`src/rtl/regfile_psr_pkg.sv`:
```
// Shared constants for the operand-fetch / writeback stage: opcodes, PSR flag
// positions, branch condition codes and the per-opcode PSR load mask.
package regfile_psr_pkg;

    localparam int OPW = 5;   // opcode width
    localparam int FW  = 5;   // flag / PSR width
    localparam int CCW = 4;   // condition code width
    localparam int IMW = 8;   // immediate width

    typedef enum logic [OPW-1:0] {
        OP_ADD  = 5'd0,
        OP_SUB  = 5'd1,
        OP_CMP  = 5'd2,
        OP_AND  = 5'd3,
        OP_OR   = 5'd4,
        OP_XOR  = 5'd5,
        OP_NOT  = 5'd6,
        OP_LSH  = 5'd7,
        OP_RSH  = 5'd8,
        OP_ARSH = 5'd9
    } op_e;

    // PSR / alu_flags bit positions
    localparam int FLAG_C = 0;
    localparam int FLAG_L = 1;
    localparam int FLAG_F = 2;
    localparam int FLAG_Z = 3;
    localparam int FLAG_N = 4;

    typedef enum logic [CCW-1:0] {
        CC_EQ = 4'h0, CC_NE = 4'h1, CC_CS = 4'h2, CC_CC = 4'h3,
        CC_HI = 4'h4, CC_LS = 4'h5, CC_GT = 4'h6, CC_LE = 4'h7,
        CC_FS = 4'h8, CC_FC = 4'h9, CC_LO = 4'hA, CC_HS = 4'hB,
        CC_LT = 4'hC, CC_GE = 4'hD, CC_UC = 4'hE, CC_NV = 4'hF
    } cc_e;

    // Which PSR bits an opcode is allowed to load; everything else holds.
    function automatic logic [FW-1:0] psr_mask(input logic [OPW-1:0] op);
        logic [FW-1:0] m;
        m = '0;
        case (op)
            OP_ADD, OP_SUB: begin
                m[FLAG_C] = 1'b1;
                m[FLAG_F] = 1'b1;
            end
            OP_CMP: begin
                m[FLAG_L] = 1'b1;
                m[FLAG_Z] = 1'b1;
                m[FLAG_N] = 1'b1;
            end
            default: m = '0;
        endcase
        return m;
    endfunction

    // CMP and undefined opcodes produce no register result.
    function automatic logic wb_en(input logic [OPW-1:0] op);
        return !(op == OP_CMP || op > OP_ARSH);
    endfunction

endpackage

```
`src/rtl/regfile_psr_if.sv`:
```
// Controller <-> regfile/ALU bundle. The master side issues ops, returns the
// ALU result and picks the branch condition; the slave side is regfile_psr.
interface regfile_psr_if
    import regfile_psr_pkg::*;
#(
    parameter int DW   = 16,
    parameter int NREG = 16
);
    localparam int IW = $clog2(NREG);

    logic            op_valid;
    logic [OPW-1:0]  op_code;
    logic [IW-1:0]   src_idx;
    logic [IW-1:0]   dst_idx;
    logic            imm_sel;
    logic [IMW-1:0]  imm;
    logic            imm_signed;

    logic [DW-1:0]   alu_rsrc;
    logic [DW-1:0]   alu_rdest;
    logic [OPW-1:0]  alu_op;
    logic            alu_valid;
    logic [DW-1:0]   alu_out;
    logic [FW-1:0]   alu_flags;

    logic [CCW-1:0]  cond_code;
    logic            cond_true;
    logic [FW-1:0]   psr;

    modport master (
        output op_valid, op_code, src_idx, dst_idx, imm_sel, imm, imm_signed,
        output alu_out, alu_flags, cond_code,
        input  alu_rsrc, alu_rdest, alu_op, alu_valid, cond_true, psr
    );

    modport slave (
        input  op_valid, op_code, src_idx, dst_idx, imm_sel, imm, imm_signed,
        input  alu_out, alu_flags, cond_code,
        output alu_rsrc, alu_rdest, alu_op, alu_valid, cond_true, psr
    );

endinterface

```
`src/rtl/regfile_psr_cond_eval.sv`:
```
// Branch condition evaluation against the committed PSR. Purely combinational.
module regfile_psr_cond_eval
    import regfile_psr_pkg::*;
(
    input  logic [FW-1:0]  psr_i,
    input  logic [CCW-1:0] cond_code_i,
    output logic           cond_true_o
);
    logic c, l, f, z, n;

    assign c = psr_i[FLAG_C];
    assign l = psr_i[FLAG_L];
    assign f = psr_i[FLAG_F];
    assign z = psr_i[FLAG_Z];
    assign n = psr_i[FLAG_N];

    // Condition table decode
    always_comb begin
        cond_true_o = 1'b0;
        case (cond_code_i)
            CC_EQ:   cond_true_o = z;
            CC_NE:   cond_true_o = !z;
            CC_CS:   cond_true_o = c;
            CC_CC:   cond_true_o = !c;
            CC_HI:   cond_true_o = l;
            CC_LS:   cond_true_o = !l;
            CC_GT:   cond_true_o = n;
            CC_LE:   cond_true_o = !n;
            CC_FS:   cond_true_o = f;
            CC_FC:   cond_true_o = !f;
            CC_LO:   cond_true_o = !l && !z;
            CC_HS:   cond_true_o = l || z;
            CC_LT:   cond_true_o = !n && !z;
            CC_GE:   cond_true_o = n || z;
            CC_UC:   cond_true_o = 1'b1;
            default: cond_true_o = 1'b0;
        endcase
    end

endmodule

```
`src/rtl/regfile_psr.sv`:
```
// Operand-fetch (F) / writeback (W) stage around the ALU: register array,
// writeback forwarding, immediate extension, F/W pipeline registers and PSR.
module regfile_psr
    import regfile_psr_pkg::*;
#(
    parameter int NREG = 16,
    parameter int DW   = 16
)(
    input logic          clk,
    input logic          rst_n,
    regfile_psr_if.slave bus
);
    localparam int IW = $clog2(NREG);

    logic [DW-1:0]  regs_q [NREG];

    logic [DW-1:0]  alu_rsrc_q,  alu_rsrc_d;
    logic [DW-1:0]  alu_rdest_q, alu_rdest_d;
    logic [OPW-1:0] alu_op_q,    alu_op_d;
    logic           alu_valid_q, alu_valid_d;
    logic [IW-1:0]  dst_q,       dst_d;
    logic           wb_q,        wb_d;
    logic [FW-1:0]  psr_q,       psr_d;

    logic [DW-1:0]  ext_imm;
    logic [DW-1:0]  src_val;
    logic [DW-1:0]  dst_val;
    logic           commit;
    logic [FW-1:0]  upd_mask;

    // An op in W writes back at the closing edge of this cycle.
    assign commit = alu_valid_q && wb_q;

    assign ext_imm = bus.imm_signed ? {{(DW-IMW){bus.imm[IMW-1]}}, bus.imm}
                                    : {{(DW-IMW){1'b0}}, bus.imm};

    // Register read with bypass of the result being committed this cycle
    always_comb begin
        src_val = regs_q[bus.src_idx];
        dst_val = regs_q[bus.dst_idx];
        if (commit && (dst_q == bus.src_idx)) src_val = bus.alu_out;
        if (commit && (dst_q == bus.dst_idx)) dst_val = bus.alu_out;
    end

    // F stage next-state: operands hold while idle, only alu_valid drops
    always_comb begin
        alu_rsrc_d  = alu_rsrc_q;
        alu_rdest_d = alu_rdest_q;
        alu_op_d    = alu_op_q;
        dst_d       = dst_q;
        wb_d        = wb_q;
        alu_valid_d = bus.op_valid;
        if (bus.op_valid) begin
            alu_rsrc_d  = bus.imm_sel ? ext_imm : src_val;
            alu_rdest_d = dst_val;
            alu_op_d    = bus.op_code;
            dst_d       = bus.dst_idx;
            wb_d        = wb_en(bus.op_code);
        end
    end

    // F stage pipeline registers
    always_ff @(posedge clk or negedge rst_n) begin
        if (!rst_n) begin
            alu_rsrc_q  <= '0;
            alu_rdest_q <= '0;
            alu_op_q    <= '0;
            alu_valid_q <= 1'b0;
            dst_q       <= '0;
            wb_q        <= 1'b0;
        end else begin
            alu_rsrc_q  <= alu_rsrc_d;
            alu_rdest_q <= alu_rdest_d;
            alu_op_q    <= alu_op_d;
            alu_valid_q <= alu_valid_d;
            dst_q       <= dst_d;
            wb_q        <= wb_d;
        end
    end

    // W stage register writeback
    always_ff @(posedge clk or negedge rst_n) begin
        if (!rst_n) begin
            for (int i = 0; i < NREG; i++) regs_q[i] <= '0;
        end else if (commit) begin
            regs_q[dst_q] <= bus.alu_out;
        end
    end

    // Only the opcode's masked flag bits load, so undriven flags never leak in
    assign upd_mask = alu_valid_q ? psr_mask(alu_op_q) : '0;
    assign psr_d    = (psr_q & ~upd_mask) | (bus.alu_flags & upd_mask);

    // W stage PSR commit
    always_ff @(posedge clk or negedge rst_n) begin
        if (!rst_n) psr_q <= '0;
        else        psr_q <= psr_d;
    end

    regfile_psr_cond_eval u_cond_eval (
        .psr_i       (psr_q),
        .cond_code_i (bus.cond_code),
        .cond_true_o (bus.cond_true)
    );

    assign bus.alu_rsrc  = alu_rsrc_q;
    assign bus.alu_rdest = alu_rdest_q;
    assign bus.alu_op    = alu_op_q;
    assign bus.alu_valid = alu_valid_q;
    assign bus.psr       = psr_q;

endmodule

```
`src/flat_wrapper.sv`:
```
// flat-port wrapper written by rule: the top's interface ports become plain ports
module regfile_psr_flat import regfile_psr_pkg::*;
#(
    parameter int NREG = 16,
    parameter int DW   = 16
)
  (clk, rst_n, bus_op_valid, bus_op_code, bus_src_idx, bus_dst_idx, bus_imm_sel, bus_imm, bus_imm_signed, bus_alu_out, bus_alu_flags, bus_cond_code, bus_alu_rsrc, bus_alu_rdest, bus_alu_op, bus_alu_valid, bus_cond_true, bus_psr);
  regfile_psr_if #(.DW(DW), .NREG(NREG)) bus_i ();
  input logic clk;
  input logic rst_n;
  input wire logic [$bits(bus_i.op_valid)-1:0] bus_op_valid;
  input wire logic [$bits(bus_i.op_code)-1:0] bus_op_code;
  input wire logic [$bits(bus_i.src_idx)-1:0] bus_src_idx;
  input wire logic [$bits(bus_i.dst_idx)-1:0] bus_dst_idx;
  input wire logic [$bits(bus_i.imm_sel)-1:0] bus_imm_sel;
  input wire logic [$bits(bus_i.imm)-1:0] bus_imm;
  input wire logic [$bits(bus_i.imm_signed)-1:0] bus_imm_signed;
  input wire logic [$bits(bus_i.alu_out)-1:0] bus_alu_out;
  input wire logic [$bits(bus_i.alu_flags)-1:0] bus_alu_flags;
  input wire logic [$bits(bus_i.cond_code)-1:0] bus_cond_code;
  output wire logic [$bits(bus_i.alu_rsrc)-1:0] bus_alu_rsrc;
  output wire logic [$bits(bus_i.alu_rdest)-1:0] bus_alu_rdest;
  output wire logic [$bits(bus_i.alu_op)-1:0] bus_alu_op;
  output wire logic [$bits(bus_i.alu_valid)-1:0] bus_alu_valid;
  output wire logic [$bits(bus_i.cond_true)-1:0] bus_cond_true;
  output wire logic [$bits(bus_i.psr)-1:0] bus_psr;
  assign bus_i.op_valid = bus_op_valid;
  assign bus_i.op_code = bus_op_code;
  assign bus_i.src_idx = bus_src_idx;
  assign bus_i.dst_idx = bus_dst_idx;
  assign bus_i.imm_sel = bus_imm_sel;
  assign bus_i.imm = bus_imm;
  assign bus_i.imm_signed = bus_imm_signed;
  assign bus_i.alu_out = bus_alu_out;
  assign bus_i.alu_flags = bus_alu_flags;
  assign bus_i.cond_code = bus_cond_code;
  assign bus_alu_rsrc = bus_i.alu_rsrc;
  assign bus_alu_rdest = bus_i.alu_rdest;
  assign bus_alu_op = bus_i.alu_op;
  assign bus_alu_valid = bus_i.alu_valid;
  assign bus_cond_true = bus_i.cond_true;
  assign bus_psr = bus_i.psr;
  regfile_psr #(.NREG(NREG), .DW(DW)) u_core (.clk(clk), .rst_n(rst_n), .bus(bus_i));
endmodule
```
`config.mk`:
```
export PLATFORM = sky130hd
export DESIGN_NAME = regfile_psr_flat
export DESIGN_NICKNAME = d
export VERILOG_FILES = /design/src/rtl/regfile_psr_pkg.sv /design/src/rtl/regfile_psr_if.sv /design/src/rtl/regfile_psr_cond_eval.sv /design/src/rtl/regfile_psr.sv /design/src/flat_wrapper.sv
export SDC_FILE = /design/constraint.sdc
export NUM_CORES = 1
export LEC_CHECK = 0
export BUFFER_PORTS_ARGS = -buffer_cell sky130_fd_sc_hd__clkbuf_2
export CAP_MARGIN = 5
export CORE_UTILIZATION = 45
export CTS_BUF_LIST = sky130_fd_sc_hd__clkbuf_8
export CTS_CLUSTER_SIZE = 40
export DETAILED_ROUTE_END_ITERATION = 10
export PLACE_DENSITY = 0.59
export SYNTH_ARGS = -nofsm -noshare
export SYNTH_HDL_FRONTEND = slang
export SYNTH_HIERARCHICAL = 1
export SYNTH_SLANG_ARGS = --single-unit
```
`constraint.sdc`:
```
create_clock -name clk -period 2.1 [get_ports clk]
set_input_delay 0.105 -clock clk [delete_from_list [all_inputs] [get_ports clk]]
set_output_delay 0.105 -clock clk [all_outputs]
set_load 0.03 [all_outputs]
```
==> impl_metrics.json <==
{
  "synthArstFlopShare": 1.00,
  "ys_ff_latch": 304,
  "worst_pin_slew_ns": 0.594,
  "die_w_um": 191,
  "final_common_cell": "dfrtp_1",
  "r2r_end": "u_core/regs_q[232]$_DFFE_PN0P_",
  "vdd_drop_max_v": 0.000445,
  "cts_root_buf": "clkbuf_8",
  "dp_hpwl_mm": 30.8,
  "syn_area_sq_um": 16000,
  "drt_iter0_markers": 898,
  "crit_slowest_cell": "or4_4",
  "holdPathStages": 2,
  "grt_max_degree": 64,
  "run_status": "finished, violations left",
  "clk_latency_ns": 0.64,
  "crit_path_max_incr_delay_ns": 0.43,
  "vias": 10800,
  "synth_area_per_cell_sq_um": 14.7,
  "vias_per_cell": 6.14,
  "h-tree-depth": 2,
  "synth_nets": 1138,
  "period_share": 1.11,
  "cts_buffers": 52,
  "finalHoldViolCount": 0,
  "nNetsFinal": 1315,
  "grt_pass1_wl_mm": 71.6,
  "drive_above_1_share": 0.511,
  "r2r.worst_path.cells": 4,
  "gp_congestion": 0.878,
  "max_cap_viol_count": 0,
  "route.detailed.drc": 0,
  "area_delta_synth_final_pct": 19.2,
  "maxSlewViolCount": 0,
  "postSynthCellCount": 1087,
  "yosysSeqAreaShare": 0.475,
  "slew_headroom": 0.604,
  "portBuffers": 94,
  "antenna_left": 0,
  "rows": 68,
  "cts_tree": "yes",
  "path_common_cell": "o311a_1",
  "grt_pass1_vias": 11000,
  "fin_crit_ns": 2.34,
  "p_total_mw": 18.2,
  "setup_viol": 1,
  "synth_ff_type": "dfrtp_1",
  "antenna_found_initial": 0,
  "drt_pass1_iterations": 5,
  "violations": "negative setup slack",
  "leakage_nw": 8.48,
  "fmax_ghz": 0.428,
  "rsz0062_at_grt": "true",
  "cp.arrival_ns": 2.23,
  "nFillCells": 2839,
  "setup_tns_ns": -0.238,
  "die_h_um": 191,
  "synthDistinctLibCells": 49,
  "multi_input_area_sq_um": 7990,
  "initial_core_util": 0.461,
  "synth_enable_flop_cells": 0,
  "hold_class": "input pin to flop",
  "cts.reportedPaths.clkPinSlew_ns": 0.07,
  "cts.sinks": 304,
  "yosysWarnings": 6,
  "overflow": 0,
  "register_area_sq_um": 7610,
  "core_area_sq_um": 34800,
  "io_pins": 95,
  "critPathKind": "flop to output pin",
  "fin_worst_skew_ns": 0.0199,
  "finalWorstSetupSlack_ns": -0.238,
  "cts_buffer_depth": 3,
  "timing.reg2reg.setup_slack_ns": 0.07,
  "crit_path_start_kind": "flop",
  "track_usage": 0.272,
  "power.density_nw_per_um2": 954,
  "wl_per_cell_um": 26.9,
  "post-route-util": 0.549,
  "min_to": "u_core/bus.alu_rsrc[10]$_DFFE_PN0P_",
  "final_cell_mix": "303 x dfrtp_1, 242 x mux2_2, 128 x mux4_2",
  "crit_chain": "o311a_1, o311a_1, or4_4, buf_8",
  "hold_start": "bus_imm_sel",
  "cp-end-kind": "output pin",
  "critPathMaxFanout": 2,
  "required_ns": 2.00,
  "drt-total-wl_mm": 47.4,
  "diodes": 0,
  "reg2reg_from": "u_core/dst_q[0]$_DFFE_PN0P_",
  "die_area_sq_um": 36400
}
==> flip-flops by register name (all words and copies together), names as in the netlist, named ones only <==
signal / cells
u_core/bus.alu_valid: 1
u_core/bus.alu_op: 5
u_core/wb_q: 1
u_core/dst_q: 4
u_core/regs_q: 256
u_core/bus.alu_rsrc: 16
u_core/bus.alu_rdest: 16
==> logic make-up (layout without fill, tap and decap cells) <==
logic type	count (synthesis)	count (layout)	synth area share
muxes	447	447	0.400
DFF	304	304	0.475
and+or+nand+nor	120	120	0.0414
buffers and inverters	107	324	0.0295
AOI/OAI and AO/OA	99	99	0.0489
xor gates and xnor gates	10	10	0.00546
==> worst max path at each step <==
stage,start,to,slack [ns],cells past startpoint
floorplan,u_core/bus.alu_valid$_DFF_PN0_,u_core/regs_q[117]$_DFFE_PN0P_,0.11,5
global placement,u_core/dst_q[1]$_DFFE_PN0P_,u_core/bus.alu_rdest[3]$_DFFE_PN0P_,0.18,6
detailed placement,u_core/dst_q[0]$_DFFE_PN0P_,u_core/regs_q[232]$_DFFE_PN0P_,0.12,4
CTS,flop,bus_cond_true,-0.30,4
global route,flop,bus_cond_true,-0.31,6
finish,flop,bus_cond_true,-0.24,4
==> critical path: cells and delay by family, from the launching register on <==
kind	cells	cell delay, ns
flip-flops	1	0.40
AND/OR/NAND/NOR	1	0.43
buffers and inverters	1	0.15
AO/OA/AOI/OAI	2	0.62
==> power breakdown <==
part	total (mW)	internal, mW	switching [mW]
Sequential	8.06	7.12	0.948
Clock	5.87	3.33	2.54
Combinational	4.29	2.46	1.83
==> layout make-up <==
cell class                      count  area share
Sequential cell                   304       0.398
Multi-Input combinational cell    676       0.418
Tap cell                          455      0.0298
Clock inverter                     31      0.0141
Timing Repair Buffer              221      0.0927
Inverter                            9     0.00177
Clock buffer                       63      0.0454
==> Yosys cell counts, types with 7 or more instances <==
library cell  instances  area (sq um)
a21oi_1              10          50.1
a221o_1              16           160
a22o_1               17           149
a31oi_1              15          93.8
buf_1                10          37.5
buf_2                42           210
clkbuf_1             42           158
dfrtp_1             304          7610
inv_1                 8          30.0
mux2_1               28           315
mux2_2              242          2730
mux2i_1              49           490
mux4_2              128          2880
nor2_1               48           180
nor2b_1              20           125
nor3b_1              11          82.6
o221a_2               7          78.8
o22ai_1              17           106
o41ai_1               8          70.1
xor2_1                7          61.3
==> timing repair <==
item,in CTS,in global routing
hold endpoints to repair,499,0
pin swaps,3,0
hold buffers,32,0
setup endpoints to repair,1,1
resized for setup,5,2
buffers inserted,3,0
gates cloned,0,0
==> metal layers <==
metal	routed length, um	track usage
met4	1490	0.103
met2	21800	0.407
met1	20700	0.390
met5	0	0
met3	3400	0.0550
==> per-stage QoR <==
step / setup slack, ns / hold slack, ns / instance area, sq um / std cells
floorplan: 0.113 / -0.191 / 16000 / 1087
global placement: 0.184 / 0.119 / 17600 / 1630
detailed placement: 0.120 / 0.115 / 17600 / 1630
CTS: -0.305 / 0.0000316 / 19100 / 1759
global route: -0.306 / 0.0541 / 19100 / 1759
finish: -0.238 / 0.0342 / 19100 / 1759
No activity file was read; power rests on OpenSTA's default activity.
